## config.mk

```make
export PLATFORM = sky130hd
export DESIGN_NAME = smvm_result_collector
export DESIGN_NICKNAME = d
export VERILOG_FILES = /design/src/rtl/smvm_result_collector.sv
export SDC_FILE = /design/constraint.sdc
export NUM_CORES = 1
export LEC_CHECK = 0
export BUFFER_PORTS_ARGS = -buffer_cell sky130_fd_sc_hd__buf_2
export CAP_MARGIN = 30
export CORE_MARGIN = 1.5
export CORE_UTILIZATION = 60
export CTS_BUF_LIST = sky130_fd_sc_hd__clkbuf_8
export DETAILED_ROUTE_END_ITERATION = 16
export GPL_TIMING_DRIVEN = 0
export MAX_ROUTING_LAYER = met4
export PLACE_DENSITY_LB_ADDON = 0.1
export SLEW_MARGIN = 20
export SYNTH_ARGS = -nofsm -noshare
export SYNTH_HDL_FRONTEND = slang
export SYNTH_SLANG_ARGS = --single-unit
```

## constraint.sdc

```tcl
create_clock -name clk -period 6 [get_ports clk]
set_input_delay 0.6 -clock clk [delete_from_list [all_inputs] [get_ports clk]]
set_output_delay 0.6 -clock clk [all_outputs]
set_load 0.1 [all_outputs]
```

## src/rtl/smvm_result_collector.sv

```systemverilog
// Result collector for the SMVM core. It buffers the unthrottled row-result stream in a show-ahead FIFO,
// frames each operation as ROWS results for a valid/ready host port, and flags dropped or surplus results.
module smvm_result_collector #(
  parameter int DATA_W = 13,
  parameter int ROW_W  = 9,
  parameter int DEPTH  = 16,
  parameter int PTR_W  = 4
) (
  input  logic              clk,
  input  logic              rst_n,
  input  logic              start,
  input  logic [ROW_W-1:0]  rows_in,
  input  logic              in_valid,
  input  logic [DATA_W-1:0] data_in,
  input  logic              out_ready,
  output logic              out_valid,
  output logic [DATA_W-1:0] out_data,
  output logic              out_last,
  output logic              busy,
  output logic              done,
  output logic              overflow,
  output logic              excess
);

  typedef enum logic {IDLE, RUN} state_t;

  localparam logic [PTR_W:0] PTR_ONE = {{PTR_W{1'b0}}, 1'b1};
  localparam logic [ROW_W:0] CNT_ONE = {{ROW_W{1'b0}}, 1'b1};

  state_t            state_reg, state_next;
  logic [DATA_W-1:0] mem [DEPTH];
  logic [PTR_W:0]    wr_ptr_reg, rd_ptr_reg;
  logic [ROW_W:0]    rows_reg, rx_cnt_reg, tx_cnt_reg, drop_cnt_reg;
  logic [ROW_W:0]    last_idx;
  logic              done_reg, overflow_reg, excess_reg;
  logic              run, empty, full, pop, push_req, push, drop, extra;
  logic              last_pop, drain_exit, launch, zero_op;

  assign run   = (state_reg == RUN);
  assign empty = (wr_ptr_reg == rd_ptr_reg);
  assign full  = (wr_ptr_reg[PTR_W] != rd_ptr_reg[PTR_W]) &&
                 (wr_ptr_reg[PTR_W-1:0] == rd_ptr_reg[PTR_W-1:0]);

  // Last marks the final entry actually stored, so drops shorten the frame.
  assign last_idx  = rows_reg - drop_cnt_reg - CNT_ONE;
  assign out_valid = run & ~empty;
  assign out_data  = out_valid ? mem[rd_ptr_reg[PTR_W-1:0]] : '0;
  assign out_last  = out_valid & (tx_cnt_reg == last_idx);
  assign busy      = run;
  assign done      = done_reg;
  assign overflow  = overflow_reg;
  assign excess    = excess_reg;

  assign pop      = out_valid & out_ready;
  assign push_req = in_valid & run & (rx_cnt_reg < rows_reg);
  assign push     = push_req & (~full | pop);
  assign drop     = push_req & full & ~pop;
  assign extra    = in_valid & run & (rx_cnt_reg >= rows_reg);
  assign last_pop = pop & out_last;
  // Every remaining result was dropped: nothing left to mark as last.
  assign drain_exit = run & empty & (rx_cnt_reg == rows_reg);
  assign launch     = ~run & start & (rows_in != '0);
  assign zero_op    = ~run & start & (rows_in == '0);

  always_ff @(posedge clk or negedge rst_n) begin
    if (!rst_n) state_reg <= IDLE;
    else        state_reg <= state_next;
  end

  always_comb begin
    state_next = state_reg;
    case (state_reg)
      IDLE:    if (launch) state_next = RUN;
      RUN:     if (last_pop || drain_exit) state_next = IDLE;
      default: state_next = IDLE;
    endcase
  end

  always_ff @(posedge clk) begin
    if (push) mem[wr_ptr_reg[PTR_W-1:0]] <= data_in;
  end

  always_ff @(posedge clk or negedge rst_n) begin
    if (!rst_n) begin
      rows_reg     <= '0;
      rx_cnt_reg   <= '0;
      tx_cnt_reg   <= '0;
      drop_cnt_reg <= '0;
      wr_ptr_reg   <= '0;
      rd_ptr_reg   <= '0;
      done_reg     <= 1'b0;
      overflow_reg <= 1'b0;
      excess_reg   <= 1'b0;
    end else begin
      done_reg <= last_pop | drain_exit | zero_op;
      if (launch) begin
        rows_reg     <= {1'b0, rows_in};
        rx_cnt_reg   <= '0;
        tx_cnt_reg   <= '0;
        drop_cnt_reg <= '0;
        wr_ptr_reg   <= '0;
        rd_ptr_reg   <= '0;
        overflow_reg <= 1'b0;
        excess_reg   <= 1'b0;
      end else begin
        if (push)     wr_ptr_reg <= wr_ptr_reg + PTR_ONE;
        if (push_req) rx_cnt_reg <= rx_cnt_reg + CNT_ONE;
        if (pop) begin
          rd_ptr_reg <= rd_ptr_reg + PTR_ONE;
          tx_cnt_reg <= tx_cnt_reg + CNT_ONE;
        end
        if (drop) begin
          drop_cnt_reg <= drop_cnt_reg + CNT_ONE;
          overflow_reg <= 1'b1;
        end
        if (extra) excess_reg <= 1'b1;
      end
    end
  end

endmodule

```

==> results.sh, run 1 <==
export IMPL_status="finished clean"
export IMPL_gp_congestion=0.908
export IMPL_synth_top_cells_by_area="edfxtp_1, mux4_2, dfrtp_1, ha_1, mux2i_1"
export IMPL_seq_area_frac_synth_pct=65.0
export IMPL_synth_fp_nets=768
export IMPL_async_reset_ff_share_pct=20.3
export IMPL_peakVddDrop_uv=587
export IMPL_grt_pass1_vias=6910
export IMPL_cts_buffers=42
export IMPL_synth_compound_area_share_pct=3.65
export IMPL_largest_register_ffs=208
export IMPL_ys_types=63
export IMPL_leakagePower_nw=4.84
export IMPL_routed_wl_mm=26.3
export IMPL_io_pins=46
export IMPL_critPathCaptureType="primary output"
export IMPL_fin_nets=864
export IMPL_drt_iter0_markers=615
export IMPL_path_common_cell="inv_1"
export IMPL_ctsHoldBuffers=0
export IMPL_grtUsageTotal_pct=28.2
export IMPL_maxSlewViolCount=0
export IMPL_clkSinkCount=261
export IMPL_critPathKind="flop to primary output"
export IMPL_setup_viol=0
export IMPL_synth_ff_type="edfxtp_1"
export IMPL_root_buffer="clkbuf_8"
export IMPL_n_antenna_cell=0
export IMPL_synthSimpleGateAreaFrac_pct=8.95
export IMPL_dp_hpwl_mm=17.2
export IMPL_min_period_ps=4240
export IMPL_synthCells=714
export IMPL_path_clk_slew_ps=60
export IMPL_required_ps=5400
export IMPL_tightest_slew_ps=990
export IMPL_cts_buffer_depth=3
export IMPL_grt_start_max_net_pins=54
export IMPL_max_stage_delay_ps=520
export IMPL_tns_ps=0
export IMPL_antenna_found_initial=0
export IMPL_grt_use_met1_pct=39.5
export IMPL_die_x_um=142
export IMPL_muxShareOfSynthArea_pct=14.4
export IMPL_cts_resized=0
export IMPL_cp_arrival_ps=3640
export IMPL_drt_first_pass_iters=5
export IMPL_yosysTopAreaCell="edfxtp_1"
export IMPL_holdCritPathClass="input pin to asynchronous set/reset pin"
export IMPL_core_um2=18900
export IMPL_yosysTopAreaCellShare_pct=53.6
export IMPL_synth_xor_area_share_pct=2.66
export IMPL_use_met3_pct=5.38
export IMPL_cp_num_cells=10
export IMPL_use_met2_pct=43.4
export IMPL_synth_area_um2=11700
export IMPL_via_per_inst=6.21
export IMPL_clk_latency_ps=540
export IMPL_finalClockSkew_ps=18.9
export IMPL_cp_start_kind="flop"
export IMPL_via_count=6852
export IMPL_drive_gt1_share_pct=23.6
export IMPL_final_antenna_net_count=0
export IMPL_tritoncts="done"
export IMPL_rsz0062_at_grt="false"
export IMPL_synth_seq_cells=261
export IMPL_fp_dieH_um=142
export IMPL_crit_family="simple AND/OR/NAND/NOR gates"
export IMPL_holdWs_ps=111
export IMPL_finalHoldViolCount=0
export IMPL_synth_fa_ha_area_share_pct=2.96
export IMPL_maxCapViolCount=0
export IMPL_h_tree_depth=2
export IMPL_critPathBufInv=3
export IMPL_die_area_um2=20300
export IMPL_cts_setup_buffers=0
export IMPL_initial_utilization_pct=61.7
export IMPL_port_buffer_count=45
export IMPL_yosys_warnings=0
export IMPL_syn_avg_cell_area_um2=16.3
export IMPL_synth_edf_count=208
export IMPL_grt_ovfl_total=0
export IMPL_drc=0
export IMPL_ff2ff_path_depth=10
export IMPL_row_count=50
export IMPL_slew_headroom_pct=34.0
export IMPL_busiest_layer="met2"
export IMPL_finalCritPeriodShare_pct=70.7
export IMPL_cp_max_fo=3
export IMPL_crit_chain="ha_1, inv_1, fa_1, xnor2_1, a211o_1, or4_1, nor4_1, nand4_1, inv_1, buf_2"
export IMPL_powerDensity_nw_per_um2=542
export IMPL_synth_top_family_by_area="multiplexers"
export IMPL_cp_slowest_cell="or4_1"
export IMPL_fmax_mhz=236
export IMPL_wl_per_cell_um=23.8
export IMPL_grt_pass1_wl_mm=40.0
export IMPL_syn_to_final_growth_pct=12.2
[worst register-to-register path: cells and delay by family (launching register included)]
kind / cells / cell delay, ps
AND/OR/NAND/NOR: 3 / 1570
buffers and inverters: 3 / 690
flip-flops: 1 / 390
AO/OA/AOI/OAI: 3 / 450
adder cells (fa/ha/maj): 1 / 320
[cell families (layout without fill, tap and decap cells)]
kind of cell	Yosys count	in the layout
flops	261	261
compound gates	65	65
simple gates	180	180
mux	85	85
fa+ha+maj	27	27
xor+xnor	29	29
buf+inv	67	196
[per-layer routing]
metal	wire length (um)	part of all wire, %	up-vias
met5	0	0	-
met4	374	1.4	0
met3	1830	7.0	39
met2	12700	48	240
met1	11400	43	3572
li1	-	-	3001
[cell type report]
| class | instances | area (um^2) |
|---|---|---|
| buffer | 38 | 174 |
| clock buffer | 44 | 606 |
| clock inverter | 33 | 169 |
| fill | 1296 | 5820 |
| inverter | 29 | 109 |
| multi-input combinational | 386 | 3840 |
| sequential | 261 | 7570 |
| tap | 260 | 325 |
| timing repair buffer | 52 | 282 |
[cells in the final DEF (no fill, tap or decap), types with 6 or more instances in the layout]
cell / n
nand3_1: 20
nand2_1: 45
xnor2_1: 17
edfxtp_1: 208
mux4_2: 66
nor2_1: 21
clkbuf_8: 44
ha_1: 26
dfrtp_1: 53
nand4_1: 13
nor2b_1: 17
clkbuf_1: 24
clkinv_1: 12
a21oi_1: 17
inv_1: 39
and3_1: 15
o21ai_1: 11
buf_2: 55
nor4_1: 7
mux2i_1: 18
clkinv_2: 6
xor2_1: 7
[synthesized netlist by cell type (all sizes together) (7+ instances only)]
library cell / number
edfxtp: 208
mux4: 66
dfrtp: 53
nand2: 45
inv: 29
ha: 26
clkbuf: 24
nor2: 21
xnor2: 21
nand3: 20
a21oi: 18
mux2i: 18
nor2b: 17
o21ai: 16
and3: 15
buf: 14
nand4: 14
nor4: 10
xor2: 7
[worst paths after layout]
| check | slack [ps] | from | to |
|---|---|---|---|
| worst max-delay path | 1760 | rows_reg[0]$_DFFE_PN0P_ | out_last |
| min in group clk | 280 | rows_in[0] | rows_reg[0]$_DFFE_PN0P_ |
| max in group asynchronous | 5390 | rst_n | excess$_DFFE_PN0P_ |
| worst max register to register | 2180 | rows_reg[5]$_DFFE_PN0P_ | mem[5][11]$_DFFE_PP_ |
| worst min register to register | 510 | drop_cnt_reg[0]$_DFFE_PN0P_ | drop_cnt_reg[0]$_DFFE_PN0P_ |
| worst min-delay path | 110 | rst_n | tx_cnt_reg[5]$_DFFE_PN0P_ |
[through the flow]
stage | total power, mW | cell area [um^2] | std cells | setup slack [ps] | utilization [%]
CTS | 7.12 | 13100 | 1102 | 1770 | 69.1
detailed placement | 5.72 | 12300 | 1025 | 2250 | 65.0
finish | 7.09 | 13100 | 1103 | 1760 | 69.2
floorplan | 4.96 | 11700 | 714 | 2350 | -
global route | 7.41 | 13100 | 1103 | 1600 | 69.2
global placement | 5.61 | 12200 | 1019 | 681 | 64.6
[report_power, final]
group / leakage, nW / switching, mW / total (mW) / internal (mW)
registers: 2.57 / 0.150 / 2.36 / 2.21
clock network: 0.443 / 0.683 / 1.41 / 0.727
logic: 1.83 / 2.21 / 3.32 / 1.11
Power figures use the tool's default switching activity.
==> run 2: changes to the inputs <==
--- a/config.mk
+++ b/config.mk
@@ -8,7 +8,7 @@
 export BUFFER_PORTS_ARGS = -buffer_cell sky130_fd_sc_hd__buf_2
 export CAP_MARGIN = 30
 export CORE_MARGIN = 1.5
-export CORE_UTILIZATION = 60
+export CORE_UTILIZATION = 58
 export CTS_BUF_LIST = sky130_fd_sc_hd__clkbuf_8
 export DETAILED_ROUTE_END_ITERATION = 16
 export GPL_TIMING_DRIVEN = 0
==> constraint.sdc (replaced) <==
create_clock -name clk -period 3.5 [get_ports clk]
set_input_delay 0.35 -clock clk [delete_from_list [all_inputs] [get_ports clk]]
set_output_delay 0.35 -clock clk [all_outputs]
set_load 0.1 [all_outputs]
==> results.sh, run 2 (synthesized netlist as in run 1, its figures left out) <==
export IMPL_status="finished with violations"
export IMPL_violations="negative setup slack"
export IMPL_hold_path_startpoint="rows_in[2]"
export IMPL_io_pins=46
export IMPL_maxSlewViolCount=0
export IMPL_die_x_um=145
export IMPL_grt_start_max_net_pins=54
export IMPL_finalClockSkew_ps=16.7
export IMPL_r2r_start="rows_reg[5]$_DFFE_PN0P_"
export IMPL_wl_per_cell_um=23.5
export IMPL_p_sw_mw=5.27
export IMPL_drt_iter0_markers=612
export IMPL_cts_buffers=43
export IMPL_n_fill_cell=1378
export IMPL_grt_ovfl_total=0
export IMPL_fmax_mhz=270
export IMPL_slew_headroom_pct=38.0
export IMPL_holdCritPathClass="input pin to flop"
export IMPL_p_clk_share_pct=19.0
export IMPL_holdWs_ps=41.5
export IMPL_cts_buffer_depth=3
export IMPL_maxCapViolCount=0
export IMPL_pwr_share_comb_pct=47.9
export IMPL_initial_utilization_pct=59.5
export IMPL_critPathCaptureType="primary output"
export IMPL_final_antenna_net_count=0
export IMPL_cp_max_fo=4
export IMPL_grt_pass1_wl_mm=39.4
export IMPL_r2r_slack_ps=190
export IMPL_rsz0062_at_grt="true"
export IMPL_tritoncts="done"
export IMPL_critPathKind="flop to primary output"
export IMPL_grtUsageTotal_pct=27.1
export IMPL_sequential_cell_area_um2=7570
export IMPL_powerDensity_nw_per_um2=921
export IMPL_peakVddDrop_uv=1380
export IMPL_finalWorstSetupSlack_ps=-210
export IMPL_gp_congestion=0.905
export IMPL_hold_depth=3
export IMPL_setup_viol=1
export IMPL_die_area_um2=21000
export IMPL_routed_wl_mm=26.1
export IMPL_syn_to_final_growth_pct=13.6
export IMPL_grt_pass1_vias=6947
export IMPL_power_mw=12.2
export IMPL_drive_gt1_share_pct=26.7
export IMPL_multi_input_area_um2=3920
export IMPL_dp_hpwl_mm=16.9
export IMPL_power_frac_seq_pct=33.0
export IMPL_min_period_ps=3710
export IMPL_ff2ff_path_depth=10
export IMPL_finalCritPeriodShare_pct=106
export IMPL_path_clk_slew_ps=60
export IMPL_p_sw_share_pct=43.2
export IMPL_h_tree_depth=2
export IMPL_layout_common_cells="edfxtp_1, mux4_2, dfrtp_1"
export IMPL_cp_arrival_ps=3360
export IMPL_min_to="rows_reg[2]$_DFFE_PN0P_"
export IMPL_tightest_slew_ps=930
export IMPL_drt_first_pass_iters=5
export IMPL_core_um2=19600
export IMPL_finalHoldViolCount=0
export IMPL_required_ps=3150
export IMPL_largest_register_ffs=208
export IMPL_n_antenna_cell=0
export IMPL_row_count=51
export IMPL_worstReg2RegEnd="mem[11][9]$_DFFE_PP_"
export IMPL_via_count=6864
export IMPL_fin_nets=868
export IMPL_antenna_found_initial=0
export IMPL_leakagePower_nw=4.88
export IMPL_cp_start_kind="flop"
export IMPL_layout_commonest_cell="edfxtp_1"
export IMPL_p_int_mw=6.92
export IMPL_drc=0
export IMPL_port_buffer_count=45
export IMPL_clkSinkCount=261
export IMPL_via_per_inst=6.17
export IMPL_clk_latency_ps=550
export IMPL_fp_dieH_um=145
export IMPL_root_buffer="clkbuf_8"
run 2: cell count changes in the layout (fill, tap and decap cells not counted), sizes merged:
cell | previous run | this run
dlygate4sd3 | 0 | 1
clkbuf | 68 | 70
inv | 42 | 47
bufinv | 1 | 0
clkinv | 18 | 16
buf | 66 | 65
run 2: power groups by stage:
| stage | clock (mW) | sequential (mW) | combinational, mW |
|---|---|---|---|
| 2_1_floorplan | 0 | 4.13 | 4.39 |
| 3_3_place_gp | 0 | 4.07 | 5.58 |
| 3_5_place_dp | 0 | 4.09 | 5.72 |
| 4_1_cts | 2.37 | 4.03 | 5.75 |
| 5_1_grt | 2.51 | 4.07 | 6.19 |
| 6_report | 2.32 | 4.03 | 5.85 |
run 2: how the worst max path moves through the flow:
stage / from / to / slack, ps / depth (start not counted)
6_report: drop_cnt_reg[0]$_DFFE_PN0P_ / out_last / -210 / 11
3_3_place_gp: rows_reg[5]$_DFFE_PN0P_ / mem[2][3]$_DFFE_PP_ / -730 / 9
4_1_cts: drop_cnt_reg[0]$_DFFE_PN0P_ / out_last / -230 / 11
5_1_grt: drop_cnt_reg[0]$_DFFE_PN0P_ / out_last / -310 / 11
2_1_floorplan: busy$_DFF_PN0_ / out_data[10] / 100 / 4
3_5_place_dp: rows_reg[5]$_DFFE_PN0P_ / mem[6][6]$_DFFE_PP_ / -240 / 10
run 2: final cells by class:
cell class	count	share of cell area [%]
sequential	261	57.2
multi-input combinational	386	29.6
clock buffer	43	4.47
timing repair buffer	56	2.82
tap	265	2.50
buffer	37	1.44
clock inverter	35	1.18
inverter	29	0.822
run 2: timing repair:
action	CTS	global route
hold buffers	1	0
setup buffers	1	5
resized for setup	19	27
hold endpoints to repair	53	0
setup endpoints to repair	117	197
pin swaps	1	7
run 2: worst max-delay path, stage by stage, from the launching register on:
cell and delay, ps:
dfrtp_1 430, inv_2 110, ha_4 140, inv_2 30, fa_2 520, xnor2_1 70
a211o_1 230, or4_4 550, nor4_4 210, nand4_1 210, inv_2 120, buf_12 170
run 2: per-stage QoR:
step	util, %	setup TNS (ps)	worst slack (ps)	instance area [um^2]	std cells
after global routing	67.6	-747	-312	13200	1112
final	67.6	-210	-210	13200	1112
after detailed placement	62.8	-14970	-238	12300	1028
after global placement	62.4	-35540	-726	12200	1024
after floorplan	-	0	103	11700	714
after CTS	66.9	-227	-227	13100	1108
run 2: metal layers:
layer,share of wire [%],up-vias,global-route usage (%),wire [um]
li1,-,3014,-,-
met1,44,3573,38.5,11400
met2,48,248,41.3,12600
met3,6.8,29,4.64,1770
met4,1.2,0,7.44,312
met5,0,-,-,0
